<file path="src/rtl/eucdist_pkg.sv">
// eucdist_pkg: shared definitions for the Euclidean-distance sequencer.
//   eucseq_state_t : sequencer FSM state encoding
//   DIST_W         : width of the distance result and element data
//   DIST_ERR       : sentinel result reported when the datapath times out
package eucdist_pkg;

    localparam int DIST_W = 16;
    localparam logic [DIST_W-1:0] DIST_ERR = 16'hFFFF;

    typedef enum logic [2:0] {
        S_IDLE,
        S_CLEAR,
        S_STREAM,
        S_DRAIN,
        S_WAIT,
        S_HOLD
    } eucseq_state_t;

endpackage

</file>
<file path="src/rtl/eucdist_seq_valid_delay.sv">
// valid_delay: resettable 1-bit shift register of DEPTH stages.
// Used to delay the RAM read enable so the datapath strobe lines up with
// read data returning from a RAM of DEPTH cycles latency.
// Ports:
//   clk   : clock
//   reset : synchronous, active-high; clears every stage
//   din   : bit entering the pipeline
//   dout  : bit leaving the pipeline, DEPTH cycles later
module valid_delay #(
    parameter int DEPTH = 2
) (
    input  logic clk,
    input  logic reset,
    input  logic din,
    output logic dout
);

    logic [DEPTH-1:0] stage;

    always_ff @(posedge clk) begin
        if (reset) begin
            stage <= '0;
        end else begin
            stage[0] <= din;
            for (int i = 1; i < DEPTH; i++) begin
                stage[i] <= stage[i-1];
            end
        end
    end

    assign dout = stage[DEPTH-1];

endmodule

</file>
<file path="src/rtl/eucdist_seq.sv">
// eucdist_seq: sequencer for the Euclidean-distance datapath.
// On start it flushes the datapath accumulator, streams N_ELEM element pairs
// from two synchronous-read RAMs into the datapath, waits for the datapath's
// op_done and presents the captured result on a valid/ready port.
//
// Optional feature macro: EUCDIST_SEQ_TIMEOUT_EN
//   defined   : WAIT is bounded by TIMEOUT_CYC cycles; on expiry the result
//               is DIST_ERR and err is set.
//   undefined : WAIT is unbounded and err is constant 0.
//
// Ports:
//   clk, reset          : clock, synchronous active-high reset
//   start               : command request, honoured only in IDLE
//   busy                : high in every state except IDLE
//   rd_en, rd_addr      : shared read enable / address for RAMs A and B
//   ram_a, ram_b        : RAM read data
//   dp_enable           : datapath enable; low clears its accumulator
//   dp_ctrl             : accumulate strobe, aligned with dp_a/dp_b
//   dp_a, dp_b          : element pair to the datapath
//   dp_op_done, dp_result : datapath result handshake
//   res_valid, res_ready, res_data : result port
//   err                 : timeout flag, meaningful while res_valid is high
//
// State | meaning
// IDLE   | waiting for start
// CLEAR  | one cycle with dp_enable low to flush the accumulator
// STREAM | issuing RAM reads, one address per cycle
// DRAIN  | RAM_LAT cycles letting the last reads reach the datapath
// WAIT   | waiting for dp_op_done (or timeout)
// HOLD   | result presented until res_ready
module eucdist_seq
    import eucdist_pkg::*;
#(
    parameter int N_ELEM  = 1024,
    parameter int ADDR_W  = $clog2(N_ELEM),
    parameter int RAM_LAT = 2
`ifdef EUCDIST_SEQ_TIMEOUT_EN
    ,
    parameter int TIMEOUT_CYC = 64
`endif
) (
    input  logic              clk,
    input  logic              reset,
    input  logic              start,
    output logic              busy,
    output logic              rd_en,
    output logic [ADDR_W-1:0] rd_addr,
    input  logic [DIST_W-1:0] ram_a,
    input  logic [DIST_W-1:0] ram_b,
    output logic              dp_enable,
    output logic              dp_ctrl,
    output logic [DIST_W-1:0] dp_a,
    output logic [DIST_W-1:0] dp_b,
    input  logic              dp_op_done,
    input  logic [DIST_W-1:0] dp_result,
    output logic              res_valid,
    input  logic              res_ready,
    output logic [DIST_W-1:0] res_data,
    output logic              err
);

    eucseq_state_t     state, state_nxt;
    logic [ADDR_W-1:0] addr_cnt;
    logic [1:0]        drain_cnt;
    logic              last_addr;
    logic              drain_tc;
    logic              wait_expired;

    assign last_addr = (addr_cnt == ADDR_W'(N_ELEM - 1));
    assign drain_tc  = (drain_cnt == 2'd0);

`ifdef EUCDIST_SEQ_TIMEOUT_EN
    localparam int WAIT_W = $clog2(TIMEOUT_CYC + 1);

    logic [WAIT_W-1:0] wait_cnt;
    logic              err_q;

    assign wait_expired = (state == S_WAIT) && (wait_cnt == '0);

    // Down-counter reloaded outside WAIT; reaching zero in the last allowed
    // WAIT cycle means exactly TIMEOUT_CYC cycles are spent waiting.
    always_ff @(posedge clk) begin
        if (reset) begin
            wait_cnt <= '0;
            err_q    <= 1'b0;
        end else begin
            if (state != S_WAIT) begin
                wait_cnt <= WAIT_W'(TIMEOUT_CYC - 1);
            end else if (!wait_expired) begin
                wait_cnt <= wait_cnt - WAIT_W'(1);
            end
            if (state == S_WAIT) begin
                if (dp_op_done) begin
                    err_q <= 1'b0;
                end else if (wait_expired) begin
                    err_q <= 1'b1;
                end
            end
        end
    end

    assign err = err_q;
`else
    assign wait_expired = 1'b0;
    assign err          = 1'b0;
`endif

    always_comb begin
        state_nxt = state;
        case (state)
            S_IDLE:   if (start) state_nxt = S_CLEAR;
            S_CLEAR:  state_nxt = S_STREAM;
            S_STREAM: if (last_addr) state_nxt = S_DRAIN;
            S_DRAIN:  if (drain_tc) state_nxt = S_WAIT;
            S_WAIT:   if (dp_op_done || wait_expired) state_nxt = S_HOLD;
            S_HOLD:   if (res_ready) state_nxt = S_IDLE;
            default:  state_nxt = S_IDLE;
        endcase
    end

    always_ff @(posedge clk) begin
        if (reset) begin
            state     <= S_IDLE;
            addr_cnt  <= '0;
            drain_cnt <= '0;
            res_data  <= '0;
        end else begin
            state <= state_nxt;
            case (state)
                S_CLEAR: addr_cnt <= '0;
                S_STREAM: begin
                    addr_cnt  <= addr_cnt + ADDR_W'(1);
                    drain_cnt <= 2'(RAM_LAT - 1);
                end
                S_DRAIN: if (!drain_tc) drain_cnt <= drain_cnt - 2'd1;
                S_WAIT: begin
                    if (dp_op_done) begin
                        res_data <= dp_result;
`ifdef EUCDIST_SEQ_TIMEOUT_EN
                    end else if (wait_expired) begin
                        res_data <= DIST_ERR;
`endif
                    end
                end
                default: ;
            endcase
        end
    end

    // rd_en travels alongside the read so dp_ctrl arrives with the data.
    valid_delay #(
        .DEPTH(RAM_LAT)
    ) u_valid_delay (
        .clk  (clk),
        .reset(reset),
        .din  (rd_en),
        .dout (dp_ctrl)
    );

    assign busy      = (state != S_IDLE);
    assign rd_en     = (state == S_STREAM);
    assign rd_addr   = addr_cnt;
    assign dp_enable = (state == S_STREAM) || (state == S_DRAIN) || (state == S_WAIT);
    assign dp_a      = ram_a;
    assign dp_b      = ram_b;
    assign res_valid = (state == S_HOLD);

endmodule

</file>
<file path="config.mk">
export PLATFORM = sky130hd
export DESIGN_NAME = eucdist_seq
export DESIGN_NICKNAME = d
export VERILOG_FILES = /design/src/rtl/eucdist_pkg.sv /design/src/rtl/eucdist_seq_valid_delay.sv /design/src/rtl/eucdist_seq.sv
export SDC_FILE = /design/constraint.sdc
export NUM_CORES = 1
export LEC_CHECK = 0
export ABC_AREA = 1
export CAP_MARGIN = 20
export CORE_MARGIN = 3
export CORE_UTILIZATION = 39
export CTS_BUF_LIST = sky130_fd_sc_hd__clkbuf_4 sky130_fd_sc_hd__clkbuf_8 sky130_fd_sc_hd__clkbuf_16
export DETAILED_ROUTE_END_ITERATION = 10
export MAX_ROUTING_LAYER = met4
export PLACE_DENSITY = 0.84
export SYNTH_ARGS = -nofsm -noshare
export SYNTH_HDL_FRONTEND = slang
export SYNTH_SLANG_ARGS = --single-unit
</file>
<file path="constraint.sdc">
create_clock -name clk -period 4 [get_ports clk]
set_input_delay 0.4 -clock clk [delete_from_list [all_inputs] [get_ports clk]]
set_output_delay 0.4 -clock clk [all_outputs]
set_load 0.005 [all_outputs]
</file>
==> run metrics <==
design area 0.002160 sq mm; Max VDD drop 299.6 uV; Critical Path AT 1.68 ns; RSZ-0062 raised after global routing false; hold buffer count at CTS 0; Max stage delay cell, worst path clkdlybuf4s50_1; most frequent cells in the layout clkdlybuf4s50_1 (51), nand2_1 (36), dfxtp_1 (33); Post-Syn Nets approximately 300; Seq/Total Area, Yosys between 30% and 40%; largest net degree at the start of global routing 33; Routed WL 3401 um; CTS tree yes; Initial Util 42.20%; share of post-route cells with drive strength above 1 9.542%; fin crit period approximately 2.1 ns; NetSw 360.4 uW; clk_lat worst skew 0.28 ns; core box area approximately 0.0042 sq mm; Critical Path, Cell by Cell nand2_2, nor2_8, clkdlybuf4s50_1; Die Footprint 0.005391 sq mm; CTS Buffer Depth 2; Leak 0.8302 nW; Root Driver clkbuf_8; max-cap viol count 0; dominant register cell in the synthesized netlist dfxtp_1; Unique masters post-synth 29; drt pass-1 iters 4; placed wire-length estimate 2450 um; power per cell area about 500 mW/mm^2; worst min path class flop to flop; Synth Warn # 0; detail-routed via count per cell 4.696; per-cell routed wire length around 11 um; clock net sink count 33; Net Sw Frac 33.63%; final slew viol count 0; Seq cells post-synth 33; first-pass GRT wire length 5706 um; Final TNS setup 0 ns; Mapped Avg Cell Area 7.266 sq um; Comb pwr share 34.4%; CTS clk-pin slew, worst paths 0.07 ns; initial antenna violation count 0; Max-slew headroom 62.39%; die height 73.43 um; fin crit share 51.88%; area of the mapped netlist 0.001773 sq mm; TritonCTS buffer count 5; most common cell after layout, fill and taps aside clkdlybuf4s50_1; Post-synth EDFFs 0; P&R area growth vs syn 21.81%; num rows 23; Critical Path RT 3.60 ns; total number of vias 1465; hold path cells 2; Die Wd approximately 73 um; crit path launch type flop; I/O pin total 117; grt total ovfl 0; total power 1.072 mW; placed inst area 0.002058 sq mm; antenna violation net count after detailed routing 0; initial DRC count 99; GPL Wtd Cong between 0.8 and 0.9; Post-route DRC 0; setup bufs post-CTS 0; vias in the first global route 1292; CP Capture Type output port; endpoints failing hold 0; Clock H-tree levels 2; clk_skew 0.006556 ns; internal power 711.4 uW; Slew @ Worst Pin ~0.56 ns; dpl cells 304; Reg2Reg Depth 4; Finished Layout Cells 312; final net count 316; setup violators final 0; crit path kind flop to output port; utilization after layout 51.40%; status finished, final reports clean; FFs w/ async S/R, synth 0%; gr usage total 13.91%; Post-Synthesis Cells about 240; Fmax achieved 481.9 MHz; PostCTS Resize Cnt 0; part of the power in registers 40.2%; Clk pwr share 25.5%; Antenna diodes 0; CP max stage delay 0.53 ns; Port Buffers 51; Critical Path Fanout Max 8
-- metal layers --
layer / vias to the layer above / GRT usage, % / part of all wire, %
met2: 54 / 20.46 / 43
met5: - / - / 0
met4: 0 / 4.829 / 1.2
met1: 632 / 16.85 / 46
met3: 7 / 6.293 / 10
li1: 772 / - / -
-- registers in the layout, indices dropped and copies added (netlist names) --
signal               cells
rd_addr                 10
drain_cnt                2
res_data                16
u_valid_delay.stage      2
state                    3
-- power by group through the flow --
stage          logic (mW)  registers [mW]  clock network (mW)
5_1_grt             0.409           0.440               0.296
4_1_cts             0.373           0.430               0.279
3_3_place_gp        0.365           0.436                   0
2_1_floorplan       0.274           0.413                   0
6_report            0.368           0.431               0.273
3_5_place_dp        0.370           0.437                   0
-- synthesized netlist by cell type, types with 2 or more instances --
cell type	instances	area, sq um
clkbuf_1	4	15.01
ha_1	2	25.02
o21ai_1	2	10.01
nand2_2	2	12.51
dfxtp_1	33	660.6
nand3_1	11	55.05
nand2_1	36	135.1
a21oi_1	28	140.1
inv_1	30	112.6
nand3_2	2	20.02
o21ai_0	19	95.09
buf_4	35	262.8
inv_2	3	11.26
nor2_2	3	18.77
nor2_1	20	75.07
-- path summary, 6_finish.rpt --
check	startpoint	endpoint	slack [ns]
max	state[1]	rd_en	1.92
min	u_valid_delay.stage[0]	u_valid_delay.stage[1]	0.41
max reg2reg	state[0]	res_data[2]	2.32
min reg2reg	u_valid_delay.stage[0]	u_valid_delay.stage[1]	0.41
-- per-stage QoR --
step,hold WS (ns),setup slack (ns)
finish,0.4072,1.925
floorplan,0.3883,2.660
global placement,0.4002,1.973
global route,0.4314,1.817
CTS,0.4077,1.917
detailed placement,0.4008,1.927
-- cells by family after synthesis --
group	after synthesis	share of synthesized area [%]
compound gates	53	16.02
flops	33	37.26
buf+inv	75	23.50
other cells	1	0.2115
simple gates	80	21.60
fa+ha+maj	2	1.411
-- critical path, delay by kind of cell (launching register included) --
| family | cells | cell delay (ns) |
|---|---|---|
| buffers and inverters | 1 | 0.53 |
| flip-flops | 1 | 0.52 |
| AND/OR/NAND/NOR | 2 | 0.34 |
-- area by class of cell --
class,instances,area [sq um]
clock buffer,7,96.34
timing repair buffer,51,510.5
sequential,33,660.6
tap,50,62.56
inverter,34,128.9
fill,404,2042
multi-input combinational,136,695.7
clock inverter,1,5.005
Power figures use the tool's default switching activity.
